## config.mk

```make
export PLATFORM = sky130hd
export DESIGN_NAME = simon_score_display_flat
export DESIGN_NICKNAME = d
export VERILOG_FILES = /design/src/rtl/simon_pkg.sv /design/src/rtl/simon_score_display_if.sv /design/src/rtl/simon_bin2bcd_seq.sv /design/src/rtl/simon_score_display.sv /design/src/flat_wrapper.sv
export SDC_FILE = /design/constraint.sdc
export NUM_CORES = 1
export LEC_CHECK = 0
export BUFFER_PORTS_ARGS = -buffer_cell sky130_fd_sc_hd__buf_2
export CAP_MARGIN = 10
export CORE_MARGIN = 2
export CORE_UTILIZATION = 47
export DETAILED_ROUTE_END_ITERATION = 12
export PLACE_DENSITY = 0.71
export SLEW_MARGIN = 0
export SYNTH_ARGS = -nofsm -noshare
export SYNTH_HDL_FRONTEND = slang
export SYNTH_SLANG_ARGS = --single-unit
```

## constraint.sdc

```tcl
create_clock -name clk -period 4.15 [get_ports clk]
set_input_delay 0.2075 -clock clk [delete_from_list [all_inputs] [get_ports clk]]
set_output_delay 0.2075 -clock clk [all_outputs]
set_load 0.01 [all_outputs]
```

## src/rtl/simon_pkg.sv

```systemverilog
// Shared definitions for the Simon score display: 7-segment digit codes,
// score limits and state typedefs used by the converter and the top level.
package simon_pkg;

  localparam logic [6:0] SEG_BLANK = 7'h00;
  localparam logic [6:0] MAX_SCORE = 7'd99;
  localparam int         CONV_BITS = 7;

  // Segment order is {g,f,e,d,c,b,a}, active-high before polarity inversion.
  localparam logic [6:0] SEG_0 = 7'h3F;
  localparam logic [6:0] SEG_1 = 7'h06;
  localparam logic [6:0] SEG_2 = 7'h5B;
  localparam logic [6:0] SEG_3 = 7'h4F;
  localparam logic [6:0] SEG_4 = 7'h66;
  localparam logic [6:0] SEG_5 = 7'h6D;
  localparam logic [6:0] SEG_6 = 7'h7D;
  localparam logic [6:0] SEG_7 = 7'h07;
  localparam logic [6:0] SEG_8 = 7'h7F;
  localparam logic [6:0] SEG_9 = 7'h6F;

  typedef enum logic {
    CONV_IDLE = 1'b0,
    CONV_RUN  = 1'b1
  } conv_state_t;

  typedef enum logic {
    SLOT_TENS = 1'b0,
    SLOT_ONES = 1'b1
  } slot_t;

  function automatic logic [6:0] seg_encode(input logic [3:0] digit);
    logic [6:0] code;
    case (digit)
      4'd0:    code = SEG_0;
      4'd1:    code = SEG_1;
      4'd2:    code = SEG_2;
      4'd3:    code = SEG_3;
      4'd4:    code = SEG_4;
      4'd5:    code = SEG_5;
      4'd6:    code = SEG_6;
      4'd7:    code = SEG_7;
      4'd8:    code = SEG_8;
      4'd9:    code = SEG_9;
      default: code = SEG_BLANK;
    endcase
    return code;
  endfunction

endpackage

```

## src/rtl/simon_score_display_if.sv

```systemverilog
// Score-in / display-out bundle between the game core and the display stage.
interface simon_score_display_if;
  import simon_pkg::*;

  // score_load is a one-cycle strobe with no back-pressure: it is always
  // accepted, and a load while busy=1 restarts the conversion (last wins).
  logic [6:0]  score_in;
  logic        score_load;
  logic        seginv;
  logic        blank;
  logic [6:0]  seg;
  logic        dig1;
  logic        dig2;
  logic        busy;
  conv_state_t conv_state;

  modport master (
    output score_in, score_load, seginv, blank,
    input  seg, dig1, dig2, busy, conv_state
  );

  modport slave (
    input  score_in, score_load, seginv, blank,
    output seg, dig1, dig2, busy, conv_state
  );

endinterface

```

## src/rtl/simon_bin2bcd_seq.sv

```systemverilog
// 7-bit sequential double-dabble: one shift-add-3 iteration per cycle.
// done/tens/ones are combinational on the cycle of the final iteration.
module simon_bin2bcd_seq
  import simon_pkg::*;
(
  input  logic        clk,
  input  logic        rst,
  input  logic        start,
  input  logic [6:0]  din,
  output logic        busy,
  output logic        done,
  output logic [3:0]  tens,
  output logic [3:0]  ones,
  output conv_state_t state
);

  conv_state_t state_q, state_d;
  logic [6:0]  sh_q, sh_d;
  logic [7:0]  bcd_q, bcd_d;
  logic [2:0]  cnt_q, cnt_d;
  logic [3:0]  adj_tens, adj_ones;
  logic [7:0]  bcd_step;

  always_ff @(posedge clk) begin
    if (rst) begin
      state_q <= CONV_IDLE;
      sh_q    <= '0;
      bcd_q   <= '0;
      cnt_q   <= '0;
    end else begin
      state_q <= state_d;
      sh_q    <= sh_d;
      bcd_q   <= bcd_d;
      cnt_q   <= cnt_d;
    end
  end

  // Tens never exceeds 9 for inputs up to 99, so the hundreds carry is dropped.
  always_comb begin
    adj_tens = (bcd_q[7:4] >= 4'd5) ? bcd_q[7:4] + 4'd3 : bcd_q[7:4];
    adj_ones = (bcd_q[3:0] >= 4'd5) ? bcd_q[3:0] + 4'd3 : bcd_q[3:0];
    bcd_step = 8'({adj_tens, adj_ones, sh_q[6]});
  end

  always_comb begin
    state_d = state_q;
    sh_d    = sh_q;
    bcd_d   = bcd_q;
    cnt_d   = cnt_q;
    done    = 1'b0;
    if (start) begin
      state_d = CONV_RUN;
      sh_d    = din;
      bcd_d   = '0;
      cnt_d   = '0;
    end else if (state_q == CONV_RUN) begin
      sh_d  = {sh_q[5:0], 1'b0};
      bcd_d = bcd_step;
      cnt_d = cnt_q + 3'd1;
      if (cnt_q == 3'(CONV_BITS - 1)) begin
        done    = 1'b1;
        state_d = CONV_IDLE;
      end
    end
  end

  assign busy  = (state_q == CONV_RUN);
  assign tens  = bcd_step[7:4];
  assign ones  = bcd_step[3:0];
  assign state = state_q;

endmodule

```

## src/rtl/simon_score_display.sv

```systemverilog
// Simon score display: clamp, BCD conversion, digit hold and two-digit
// multiplexed 7-segment drive. Define SIMON_SCORE_LZB_EN for leading-zero blanking.
module simon_score_display
  import simon_pkg::*;
#(
  parameter int REFRESH_DIV = 4096
)(
  input  logic                 clk,
  input  logic                 rst,
  simon_score_display_if.slave bus
);

  localparam logic [15:0] REFRESH_LAST = 16'(REFRESH_DIV - 1);

  logic [6:0]  score_clamped;
  logic        conv_busy;
  logic        conv_done;
  logic [3:0]  conv_tens;
  logic [3:0]  conv_ones;
  conv_state_t conv_state;

  logic [3:0]  hold_tens;
  logic [3:0]  hold_ones;
  logic [15:0] refresh_q;
  slot_t       slot_q;

  logic [6:0]  inv_mask;
  logic [6:0]  seg_d;
  logic        dig1_d;
  logic        dig2_d;

  assign score_clamped = (bus.score_in > MAX_SCORE) ? MAX_SCORE : bus.score_in;

  simon_bin2bcd_seq u_conv (
    .clk   (clk),
    .rst   (rst),
    .start (bus.score_load),
    .din   (score_clamped),
    .busy  (conv_busy),
    .done  (conv_done),
    .tens  (conv_tens),
    .ones  (conv_ones),
    .state (conv_state)
  );

  assign bus.busy       = conv_busy;
  assign bus.conv_state = conv_state;

  always_ff @(posedge clk) begin
    if (rst) begin
      hold_tens <= '0;
      hold_ones <= '0;
    end else if (conv_done) begin
      hold_tens <= conv_tens;
      hold_ones <= conv_ones;
    end
  end

  always_ff @(posedge clk) begin
    if (rst) begin
      refresh_q <= '0;
      slot_q    <= SLOT_TENS;
    end else if (refresh_q == REFRESH_LAST) begin
      refresh_q <= '0;
      slot_q    <= (slot_q == SLOT_TENS) ? SLOT_ONES : SLOT_TENS;
    end else begin
      refresh_q <= refresh_q + 16'd1;
    end
  end

  // Count 0 of every slot is a dead cycle so the previous digit cannot ghost.
  always_comb begin
    inv_mask = {7{bus.seginv}};
    seg_d    = SEG_BLANK ^ inv_mask;
    dig1_d   = 1'b0;
    dig2_d   = 1'b0;
    if (!bus.blank && refresh_q != 16'd0) begin
      if (slot_q == SLOT_TENS) begin
`ifdef SIMON_SCORE_LZB_EN
        if (hold_tens != 4'd0) begin
          dig1_d = 1'b1;
          seg_d  = seg_encode(hold_tens) ^ inv_mask;
        end
`else
        dig1_d = 1'b1;
        seg_d  = seg_encode(hold_tens) ^ inv_mask;
`endif
      end else begin
        dig2_d = 1'b1;
        seg_d  = seg_encode(hold_ones) ^ inv_mask;
      end
    end
  end

  always_ff @(posedge clk) begin
    if (rst) begin
      bus.seg  <= SEG_BLANK ^ inv_mask;
      bus.dig1 <= 1'b0;
      bus.dig2 <= 1'b0;
    end else begin
      bus.seg  <= seg_d;
      bus.dig1 <= dig1_d;
      bus.dig2 <= dig2_d;
    end
  end

endmodule

```

## src/flat_wrapper.sv

```systemverilog
// flat-port wrapper written by rule: the top's interface ports become plain ports
module simon_score_display_flat import simon_pkg::*;
#(
  parameter int REFRESH_DIV = 4096
)
  (clk, rst, bus_score_in, bus_score_load, bus_seginv, bus_blank, bus_seg, bus_dig1, bus_dig2, bus_busy, bus_conv_state);
  simon_score_display_if bus_i ();
  input  logic clk;
  input  logic rst;
  input wire logic [$bits(bus_i.score_in)-1:0] bus_score_in;
  input wire logic [$bits(bus_i.score_load)-1:0] bus_score_load;
  input wire logic [$bits(bus_i.seginv)-1:0] bus_seginv;
  input wire logic [$bits(bus_i.blank)-1:0] bus_blank;
  output wire logic [$bits(bus_i.seg)-1:0] bus_seg;
  output wire logic [$bits(bus_i.dig1)-1:0] bus_dig1;
  output wire logic [$bits(bus_i.dig2)-1:0] bus_dig2;
  output wire logic [$bits(bus_i.busy)-1:0] bus_busy;
  output wire logic [$bits(bus_i.conv_state)-1:0] bus_conv_state;
  assign bus_i.score_in = bus_score_in;
  assign bus_i.score_load = bus_score_load;
  assign bus_i.seginv = bus_seginv;
  assign bus_i.blank = bus_blank;
  assign bus_seg = bus_i.seg;
  assign bus_dig1 = bus_i.dig1;
  assign bus_dig2 = bus_i.dig2;
  assign bus_busy = bus_i.busy;
  assign bus_conv_state = bus_i.conv_state;
  simon_score_display #(.REFRESH_DIV(REFRESH_DIV)) u_core (.clk(clk), .rst(rst), .bus(bus_i));
endmodule
```

# ---- Word-level counts from Yosys, hierarchy flattened
# Memory sizes are Yosys's and may differ from the RTL's. A register that Yosys moved wholly into a read port is not among the register bits.
# Cells that the tools add are included.
dict set report word_totals {
  mem_bits_ro 224
  ff_bits 53
  mem_count 2
}
dict set report classes {
  bitwise 3
  addsub 4
  reduce_logical 7
  n_lt_le_gt_ge 3
  n_mux 24
  eq_ne 2
}
# name words width rd rd_clocked_by_memory_dff write_ports line
set mem_list {}
lappend mem_list {{(name not given)} 16 7 1 1 0 simon_pkg.sv:33} ;# case (digit)
lappend mem_list {{(name not given)} 16 7 1 1 0 simon_pkg.sv:33}
# cell n
set ops {}
lappend ops {{7-bit two-way mux} 10}
lappend ops {{4-bit two-way mux} 5}
lappend ops {{16-bit by 1-bit adder with 16-bit output (second input constant)} 1}
lappend ops {{16-bit by 12-bit == test with 1-bit output (second input constant)} 1}
lappend ops {{16-bit nonzero test} 1}
lappend ops {{7-bit XOR} 2}
lappend ops {{4-bit by 3-bit >= comparator with 1-bit output (second input constant)} 2}
lappend ops {{1-bit two-way mux} 8}
lappend ops {{7-bit greater-than comparator (second input constant)} 1}
lappend ops {{2-bit OR reduction} 3}
lappend ops {{4-bit by 2-bit adder with 4-bit output (second input constant)} 1}
lappend ops {{3-bit by 1-bit adder with 3-bit output (second input constant)} 1}
lappend ops {{3-bit by 2-bit adder with 3-bit output (second input constant)} 1}
lappend ops {{3-bit == test (second input constant)} 1}
lappend ops {{3-bit two-way mux} 1}
lappend ops {{2-bit nonzero test} 1}
lappend ops {{1-bit logical AND} 1}
lappend ops {{1-bit logical NOT} 1}
lappend ops {{1-bit inverter} 1}

# ---- Logic depth before layout (Yosys ltp)
# Gate-level depths: netlist (run 1).
dict set report depth {
  ltp_word 7
  mapped_depth 13
  mapped_depth_nobuf 12
}

# ---- Modules after synthesis
# Synthesis (run 1) repeated with hierarchy kept, for this count alone.
dict set report unflattened {
  cells_unflattened 355
  hier_area_um2 3195.6
}
# mod cells_per_inst n_inst area_each_um2
set by_module_without_submodules {}
lappend by_module_without_submodules {simon_score_display 230 1 2170.8}
lappend by_module_without_submodules {simon_bin2bcd_seq 125 1 1024.7}

# ---- Least setup slack after synthesis (run 1)
# OpenSTA, ideal clock, no wires.
dict set report synth_path {
  kind {register -> register}
  from {register u_core.u_conv.bcd_q[0]}
  to {register with a tool-made name}
  t_arrival_ns 2.262
  setup_slack_ns 1.769
  n_path_buf 1
  required_time_ns 4.030
  setup_ns 0.120
  synth_period_minus_slack_ns 2.381
  stages_incl_launch_ff 12
  path_cell_list {dfxtp_1 -> buf_2 -> inv_1 -> ha_1 -> nor2b_1 -> or3_1 -> and2_1 -> a211oi_2 -> inv_1 -> ha_1 -> nor3b_1 -> a211o_1}
}
# item line
set synth_rtl {}
lappend synth_rtl {{start, declared} simon_bin2bcd_seq.sv:19} ;# logic [7:0] bcd_q, bcd_d;
lappend synth_rtl {{start signal, assigned} simon_bin2bcd_seq.sv:28} ;# bcd_q <= '0;
lappend synth_rtl {{start signal, assigned} simon_bin2bcd_seq.sv:33} ;# bcd_q <= bcd_d;

==> results.md, run 1 <==
- Port Buf Inserts: 22
- Area of the die: 7854 sq um
- Final weighted congestion in routability-driven placement: 0.7653
- Instance count after placement with tap cells included: 474
- Share of flip-flops with an asynchronous set or reset: 0
- Critical path launch point: u_core.u_conv.busy
- Vert. Die Dim: roughly 89 um
- Critical hold path startpoint: bus_score_in[6]
- Filler cells: 648
- Clock tree from TritonCTS: yes
- Synth Flop Type: sky130_fd_sc_hd__dfxtp_1
- Pre-CTS setup slack: 1466 ps
- Most frequent cells in the layout: sky130_fd_sc_hd__dfxtp_1, sky130_fd_sc_hd__nor2_1, sky130_fd_sc_hd__nand2_1
- Parity-gate share of the synthesized area counting xor and xnor cells: 0.07026
- Register-to-register path setup slack: 1440 ps
- Mux share of post-synthesis cell area: 0.02677
- Number of hold buffers added after cts: 0
- Simple logic cell fraction of the synthesized area: 0.2149
- Initial standard-cell utilization of the core: 0.4900
- Final count of pins violating max slew: 0
- Nets: 421
- Vias in the first global route: 2312
- Critical-path cell list: buf_4, and4b_1, nor2_1, a211oi_2, inv_1, ha_1, nor3b_1, a211o_1
- Diodes inserted: 0
- Number of cell rows: 30
- Classification of the worst-slack hold path: in2reg
- Compound-Gate Fraction of Synth Area: 0.1576
- Power density relative to cell area: 379.8 nW/um^2
- First-pass iteration count of the detailed router: 4
- Synth Area in Adders: 0.07435
- Delay of the slowest cell on the worst path: 640 ps
- Outcome: complete, no violations
- Post-route DRC violation count: 0
- Total congestion overflow after global routing: 0
- Tightest slew margin relative to the limit: 0.5606
- Number of maximum-capacitance violations: 0
- Number of sinks on the clock net: between 60 and 70
- Number of setup violations in the final report: 0
- Avg Synthesized Cell Area: 8.928 sq um
- Util after Layout: 0.5430
- Setup TNS: 0 ps
- Detailed Place HPWL: 4272 um
- Synthesized instance count: 377
- Core area: 6869 sq um
- WHS Path Cells: 3
- Count of cells along the worst register-to-register path: 8
- Max Freq: 369.4 MHz
- Proportion of layout cells with a drive suffix above 1: 0.1294
- CTS Buf Count: 9
- Antenna violations before repair: 0
- Count of buffer and inverter cells on the critical path: 2
- Clock tree root driver cell: sky130_fd_sc_hd__clkbuf_8
- Syn-to-layout area delta: 10.82%
- Arrival time of data at the critical path endpoint: 2940 ps
- Sequential-to-total area share from yosys stat: 0.3985
- Worst path setup slack after routing: ~1400 ps
- Leakage Power: 1.491 nW
- Hold violation count in the final report: 0
- Clock period minus final worst setup slack: 2707 ps
- Via/cell ratio: 5.061
- Clock skew: 6.374 ps
- Worst Hold Path EP: u_core.u_conv.sh_q[6]
- CTS H-Tree Depth: 3
- Cell area after technology mapping: ~3400 sq um
- Wire length of the first global-routing pass: 10490 um
- Slew @ Worst Pin: 659.2 ps
- Syn Nets: 409
- CP max stage cell: sky130_fd_sc_hd__dfxtp_1
- Critical path launch point type: register
- Worst setup path category: reg2reg
- Clock-pin slew on the worst setup and hold paths: 70 ps
- Maximum root-to-sink buffer count: 2
- Main combinational cell family by area after synthesis: simple AND/OR/NAND/NOR gates
- Worst-Skew Late Latency: 340 ps
- Startpoint of the most critical register-to-register path: u_core.u_conv.busy
- Synthesis warning total: 0
- Fraction of the cycle the final worst path needs: 0.6523
- Global Route Usage Sum: 0.1716
- Required time at the worst-slack endpoint: 4380 ps
- Drt first-iter violations: between 150 and 200
- Routed length per placed instance: between 10 and 15 um
- Yosys reg bits: 67
- Post-route ant nets: 0
- Maximum fanout along the worst path: 15
- Type of element capturing the critical path: register
- Maximum number of pins on one net before global-route repair: 37
- Horizontal extent of the die: 88.63 um
- Unique masters post-synth: 51
- RSZ-0062 raised after global routing: false
- Wirelength, routed: 6014 um
- Commonest non-fill, non-tap cell in the layout: sky130_fd_sc_hd__dfxtp_1
- Quantity of gates resized following cts: 0
- Top Family by Delay on Critical Path: simple AND/OR/NAND/NOR gates
- Power consumption: 1.417 mW
- Count of non-filler cells in the finished layout: 490
- Worst voltage drop across the vdd grid: 0.0002171 V
- Count of flip-flops with a built-in enable after synthesis: 0
- Buffers inserted by post-CTS timing repair: 0
- Boundary pin count: 23
- Vias post-DR: between 2000 and 2500
==> worst reg2reg max path: stages (launching register included) <==
cell,delay (ps)
sky130_fd_sc_hd__dfxtp_1,640
sky130_fd_sc_hd__buf_4,300
sky130_fd_sc_hd__and4b_1,450
sky130_fd_sc_hd__nor2_1,120
sky130_fd_sc_hd__a211oi_2,320
sky130_fd_sc_hd__inv_1,160
sky130_fd_sc_hd__ha_1,230
sky130_fd_sc_hd__nor3b_1,140
sky130_fd_sc_hd__a211o_1,250
==> cell families after synthesis <==
group,Yosys count
flops,67
xor+xnor,27
compound gates,73
buf+inv,41
simple gates,140
fa+ha+maj,20
mux,9
==> through the flow <==
| stage | hold WS [ps] | area, sq um |
|---|---|---|
| 2_1_floorplan | 350.2 | 3366 |
| 3_3_place_gp | 451.0 | 3481 |
| 3_5_place_dp | 460.8 | 3481 |
| 4_1_cts | 99.83 | 3730 |
| 5_1_grt | 126.3 | 3730 |
| 6_report | 114.9 | 3730 |
==> synth_stat cells, types with 3 or more instances <==
master                      n  area share
sky130_fd_sc_hd__dfxtp_1   67        0.40
sky130_fd_sc_hd__nor2_1    47       0.052
sky130_fd_sc_hd__nand2_1   27       0.030
sky130_fd_sc_hd__ha_1      20       0.074
sky130_fd_sc_hd__inv_1     18       0.020
sky130_fd_sc_hd__xnor2_1   17       0.044
sky130_fd_sc_hd__o21ai_0   13       0.019
sky130_fd_sc_hd__a21oi_1   12       0.018
sky130_fd_sc_hd__nor2b_1   10       0.019
sky130_fd_sc_hd__xor2_1    10       0.026
sky130_fd_sc_hd__mux2i_1    9       0.027
sky130_fd_sc_hd__a22oi_1    8       0.018
sky130_fd_sc_hd__buf_2      8       0.012
sky130_fd_sc_hd__nand3_1    8       0.012
sky130_fd_sc_hd__a211oi_1   7       0.016
sky130_fd_sc_hd__clkbuf_1   7      0.0078
sky130_fd_sc_hd__nor3_1     7       0.010
sky130_fd_sc_hd__a31oi_1    6       0.011
sky130_fd_sc_hd__and3_1     5      0.0093
sky130_fd_sc_hd__nor4_1     5      0.0093
sky130_fd_sc_hd__nand2b_1   4      0.0074
sky130_fd_sc_hd__nor3b_1    4      0.0089
sky130_fd_sc_hd__or2_2      4      0.0074
sky130_fd_sc_hd__a211o_1    3      0.0078
sky130_fd_sc_hd__a21o_1     3      0.0067
sky130_fd_sc_hd__and2_1     3      0.0056
sky130_fd_sc_hd__buf_6      3       0.010
sky130_fd_sc_hd__nand3b_1   3      0.0067
sky130_fd_sc_hd__o31ai_1    3      0.0067
sky130_fd_sc_hd__or3_1      3      0.0056
==> power by group <==
part	total, mW	internal (mW)	switching, mW
combinational	0.0810	0.0353	0.0456
clock	0.665	0.416	0.248
sequential	0.671	0.660	0.0114
==> how the worst max path moves through the flow <==
stage | end | slack, ps | cells past startpoint
2_1_floorplan | register | 1770 | 11
3_3_place_gp | register | 1530 | 8
3_5_place_dp | register | 1470 | 8
4_1_cts | register | 1450 | 8
5_1_grt | register | 1210 | 8
6_report | register | 1440 | 8
==> final cells by class <==
cell class              instances  area, sq um  area share
multi-input cells             269         1831      0.4908
flip-flops and latches         67         1341      0.3596
clock buffers                  10        137.6     0.03690
well taps                      96        120.1     0.03220
repair buffers                 23        117.6     0.03153
clock inverters                 6        111.4     0.02986
inverters                      19        71.32     0.01912
==> metal layers <==
metal | part of all wire | GRT usage
met5 | 0 | 0
met4 | 0.011 | 0.05234
met3 | 0.031 | 0.05597
met2 | 0.44 | 0.2558
met1 | 0.52 | 0.2369
(Power assumes the default switching activity.)
==> inputs of run 2 (changes only) <==
==> constraint.sdc (replaced) <==
create_clock -name clk -period 2.7 [get_ports clk]
set_input_delay 0.135 -clock clk [delete_from_list [all_inputs] [get_ports clk]]
set_output_delay 0.135 -clock clk [all_outputs]
set_load 0.01 [all_outputs]
==> results.md, run 2 (synthesized netlist as in run 1, its figures left out) <==
- Number of sinks on the clock net: 67
- Classification of the worst-slack hold path: in2reg
- Power density relative to cell area: 551.1 nW/um^2
- Hold violation count in the final report: 0
- Wirelength, routed: 5914 um
- Proportion of layout cells with a drive suffix above 1: 0.1454
- Vias in the first global route: 2247
- Clock period minus final worst setup slack: 2492 ps
- Clock tree root driver cell: sky130_fd_sc_hd__clkbuf_8
- Area of the die: 7854 sq um
- Detailed Place HPWL: 4370 um
- Fraction of the cycle the final worst path needs: 0.9228
- Initial standard-cell utilization of the core: 0.4900
- Drt first-iter violations: between 60 and 70
- Final weighted congestion in routability-driven placement: 0.8150
- Cell area reported after detailed placement: 3518 sq um
- Buffers inserted by post-CTS timing repair: 0
- Clock tree from TritonCTS: yes
- Number of hold buffers added after cts: 0
- Final count of pins violating max slew: 0
- Setup TNS: 0 ps
- Most frequent cells in the layout: sky130_fd_sc_hd__dfxtp_1, sky130_fd_sc_hd__nor2_1, sky130_fd_sc_hd__nand2_1
- FF+latch area: 1343 sq um
- CTS H-Tree Depth: 3
- Critical path launch point type: register
- Outcome: complete, no violations
- Arrival time of data at the critical path endpoint: between 2000 and 3000 ps
- Quantity of gates resized following cts: 0
- Horizontal extent of the die: 88.63 um
- Clock-pin slew on the worst setup and hold paths: 70 ps
- Core area: between 6000 and 7000 sq um
- Filler cells: about 640
- Commonest non-fill, non-tap cell in the layout: sky130_fd_sc_hd__dfxtp_1
- Diodes inserted: 0
- Area of all placed cells without fillers: 3741 sq um
- Syn-to-layout area delta: 11.15%
- Global Route Usage Sum: 0.1665
- Number of maximum-capacitance violations: 0
- Leakage Power: 1.496 nW
- Post-route ant nets: 0
- First-pass iteration count of the detailed router: 4
- Multi-input gate area in the final layout: 1836 sq um
- Slew @ Worst Pin: 606.5 ps
- Via/cell ratio: 5.008
- Routed length per placed instance: 11.95 um
- Tightest slew margin relative to the limit: 0.5943
- Number of cell rows: 30
- Max Freq: roughly 400 MHz
- Vias post-DR: around 2500
- RSZ-0062 raised after global routing: false
- Worst voltage drop across the vdd grid: roughly 0.00032 V
- Worst setup path category: reg2reg
- Total congestion overflow after global routing: 0
- Post-route DRC violation count: 0
- Nets: 426
- CTS Buf Count: 9
- Required time at the worst-slack endpoint: between 2000 and 3000 ps
- Wire length of the first global-routing pass: 10110 um
- Maximum fanout along the worst path: 8
- Antenna violations before repair: 0
- Number of setup violations in the final report: 0
- Clock skew: 9.023 ps
- Type of element capturing the critical path: register
- Boundary pin count: 23
- Worst-Skew Late Latency: 340 ps
- Port Buf Inserts: 22
- Maximum number of pins on one net before global-route repair: 29
- Vert. Die Dim: 88.63 um
- Maximum root-to-sink buffer count: 2
-- run 2: cell types whose count changed in the layout (fill, tap and decap cells not counted), sizes merged --
cell      delta
buf          +5
clkinvlp     +1
bufinv       -1
-- run 2: critical path: stages (launching register included) --
cell and delay [ps]:
sky130_fd_sc_hd__dfxtp_2 400, sky130_fd_sc_hd__inv_1 70, sky130_fd_sc_hd__ha_2 220, sky130_fd_sc_hd__nor2b_1 150, sky130_fd_sc_hd__or3_1 300, sky130_fd_sc_hd__and2_1 180
sky130_fd_sc_hd__a211oi_2 270, sky130_fd_sc_hd__inv_1 170, sky130_fd_sc_hd__ha_1 250, sky130_fd_sc_hd__nor3b_1 140, sky130_fd_sc_hd__a211o_1 240
-- run 2: path summary, 6_finish.rpt --
check	slack, ps	startpoint	end	depth (start not counted)
setup reg to reg	210	u_core.u_conv.bcd_q[0]	register	10
hold reg to reg	470	u_core.hold_ones[0]	u_core.hold_ones[0]	2
setup / recovery	210	u_core.u_conv.bcd_q[0]	register	10
hold / removal	30	bus_score_in[5]	u_core.u_conv.sh_q[5]	3
-- run 2: cell type report --
cell class / count / share of cell area
Clock inverter: 6 / 0.02375
Multi-Input combinational cell: 269 / 0.4906
Sequential cell: 67 / 0.3589
Timing Repair Buffer: 28 / 0.04147
Tap cell: 96 / 0.03211
Clock buffer: 10 / 0.03411
Inverter: 19 / 0.01906
-- run 2: power by group --
part           switching [mW]  total [mW]  internal (mW)
clock                   0.381       0.903          0.521
combinational          0.0736       0.130         0.0568
sequential             0.0145        1.03           1.01
total                   0.469        2.06           1.59
-- run 2: per-layer routing --
metal,track usage,wire length (um)
met4,0.06612,89
met1,0.2193,2988
met5,0,0
met2,0.2476,2627
met3,0.06157,210
-- run 2: stage by stage --
step | setup WS, ps | hold WS [ps] | util | power (mW) | std cells
after floorplan | 318.6 | 277.7 | - | 1.143 | 377
after global placement | 199.3 | 377.8 | 0.5122 | 1.180 | 479
after detailed placement | 80.45 | 388.7 | 0.5122 | 1.183 | 479
after CTS | 38.52 | 19.25 | 0.5437 | 2.088 | 495
after global routing | 40.72 | 51.15 | 0.5446 | 2.146 | 495
final | 208.4 | 33.55 | 0.5446 | 2.062 | 495
==> inputs of run 3 (changes only) <==
--- a/config.mk
+++ b/config.mk
@@ -10,7 +10,7 @@
 export CORE_MARGIN = 2
 export CORE_UTILIZATION = 47
 export DETAILED_ROUTE_END_ITERATION = 12
-export PLACE_DENSITY = 0.71
+export PLACE_DENSITY_LB_ADDON = 0.05
 export SLEW_MARGIN = 0
 export SYNTH_ARGS = -nofsm -noshare
 export SYNTH_HDL_FRONTEND = slang
==> results.md, run 3 (synthesized netlist as in run 1, its figures left out) <==
- Most frequent cells in the layout: sky130_fd_sc_hd__dfxtp_1, sky130_fd_sc_hd__nor2_1, sky130_fd_sc_hd__nand2_1
- Arrival time of data at the critical path endpoint: 2710 ps
- Slew @ Worst Pin: roughly 630 ps
- Post-route ant nets: 0
- Clock tree from TritonCTS: yes
- Classification of the worst-slack hold path: in2reg
- Number of sinks on the clock net: 67
- Tightest slew margin relative to the limit: 0.5764
- FF+latch area: 1341 sq um
- Fraction of the cycle the final worst path needs: 0.9165
- Syn-to-layout area delta: 13.42%
- CTS Buf Count: 9
- Post-route DRC violation count: 0
- Wirelength, routed: approximately 6300 um
- Worst setup path category: reg2reg
- Wire length of the first global-routing pass: 10660 um
- Global Route Usage Sum: 0.1757
- Number of cell rows: 30
- Commonest non-fill, non-tap cell in the layout: sky130_fd_sc_hd__dfxtp_1
- Clock skew: 8.790 ps
- Antenna violations before repair: 0
- Total congestion overflow after global routing: 0
- Maximum fanout along the worst path: 7
- Maximum root-to-sink buffer count: 2
- Vias post-DR: 2531
- Routed length per placed instance: 12.57 um
- Leakage Power: 1.544 nW
- Max Freq: 404.1 MHz
- Multi-input gate area in the final layout: 1838 sq um
- Boundary pin count: 23
- Filler cells: 644
- Clock period minus final worst setup slack: 2474 ps
- CTS H-Tree Depth: 3
- Type of element capturing the critical path: register
- Area of the die: 7854 sq um
- Outcome: complete, no violations
- First-pass iteration count of the detailed router: 4
- Initial standard-cell utilization of the core: 0.4900
- Worst voltage drop across the vdd grid: 0.0003407 V
- Worst-Skew Late Latency: roughly 340 ps
- Core area: 6869 sq um
- Maximum number of pins on one net before global-route repair: 24
- Nets: 430
- Power consumption: 2.259 mW
- Hold violation count in the final report: 0
- Vert. Die Dim: 88.63 um
- Buffers inserted by post-CTS timing repair: 0
- Diodes inserted: 0
- RSZ-0062 raised after global routing: false
- Port Buf Inserts: 22
- Final count of pins violating max slew: 0
- Clock-pin slew on the worst setup and hold paths: 70 ps
- Horizontal extent of the die: slightly below 90 um
- Clock tree root driver cell: sky130_fd_sc_hd__clkbuf_8
- Proportion of layout cells with a drive suffix above 1: 0.1468
- Setup TNS: 0 ps
- Required time at the worst-slack endpoint: 2930 ps
- Detailed Place HPWL: 4547 um
- Critical path launch point type: register
- Number of maximum-capacitance violations: 0
- Final weighted congestion in routability-driven placement: 0.8178
- Via/cell ratio: 5.082
- Drt first-iter violations: 68
- Number of setup violations in the final report: 0
- Power density relative to cell area: slightly below 600 nW/um^2
- Vias in the first global route: ~2300
==> run 3: area by class of cell <==
type | instances | share of cell area
inverters | 19 | 0.01868
multi-input cells | 269 | 0.4815
well taps | 96 | 0.03147
flip-flops and latches | 67 | 0.3514
clock buffers | 9 | 0.03245
repair buffers | 32 | 0.04851
clock inverters | 6 | 0.03605
==> run 3: path summary, 6_finish.rpt <==
| path | cells after the start | from | slack [ps] | to |
|---|---|---|---|---|
| worst max-delay path | 10 | u_core.u_conv.bcd_q[1] | 230 | register |
| worst min-delay path | 3 | bus_score_in[5] | 60 | u_core.u_conv.sh_q[5] |
| worst max register to register | 10 | u_core.u_conv.bcd_q[1] | 230 | register |
| worst min register to register | 2 | u_core.hold_ones[0] | 470 | u_core.hold_ones[0] |
==> run 3: timing repair <==
| action | in CTS | in global routing |
|---|---|---|
| gates resized for setup | 0 | 1 |
| endpoints found under the setup margin | 0 | 1 |
| hold buffers | 0 | 0 |
==> run 3: power breakdown <==
| part | switching [mW] | internal, mW | total (mW) |
|---|---|---|---|
| clock network | 0.389 | 0.706 | 1.10 |
| registers | 0.0142 | 1.01 | 1.03 |
| logic | 0.0756 | 0.0590 | 0.135 |
==> run 3: layer usage <==
metal,part of all wire,wire length [um],vias to the layer above,global-route usage
met3,0.033,205,7,0.05317
met5,0,0,-,0
met2,0.45,2793,35,0.2714
met4,0.012,73,0,0.05785
li1,-,-,1335,-
met1,0.51,3186,1154,0.2348
==> run 3: stage by stage <==
| step | util | worst slack (ps) | hold WS [ps] | area (sq um) | instances |
|---|---|---|---|---|---|
| after global routing | 0.5557 | 26.87 | 68.47 | 3817 | 498 |
| after detailed placement | 0.5166 | 210.6 | 411.0 | 3548 | 483 |
| after global placement | 0.5166 | 289.6 | 387.5 | 3548 | 483 |
| after floorplan | - | 318.6 | 277.7 | 3366 | 377 |
| after CTS | 0.5546 | 190.2 | 40.21 | 3810 | 498 |
| final | 0.5557 | 225.5 | 59.53 | 3817 | 498 |
==> run 3: worst max-delay path: stages (launching register included) <==
cell and delay, ps:
sky130_fd_sc_hd__dfxtp_1 380, sky130_fd_sc_hd__inv_1 80, sky130_fd_sc_hd__ha_1 240, sky130_fd_sc_hd__nor2b_1 170
sky130_fd_sc_hd__or3_1 290, sky130_fd_sc_hd__and2_1 190, sky130_fd_sc_hd__a211oi_4 260, sky130_fd_sc_hd__inv_1 150
sky130_fd_sc_hd__ha_1 230, sky130_fd_sc_hd__nor3b_1 140, sky130_fd_sc_hd__a211o_1 240
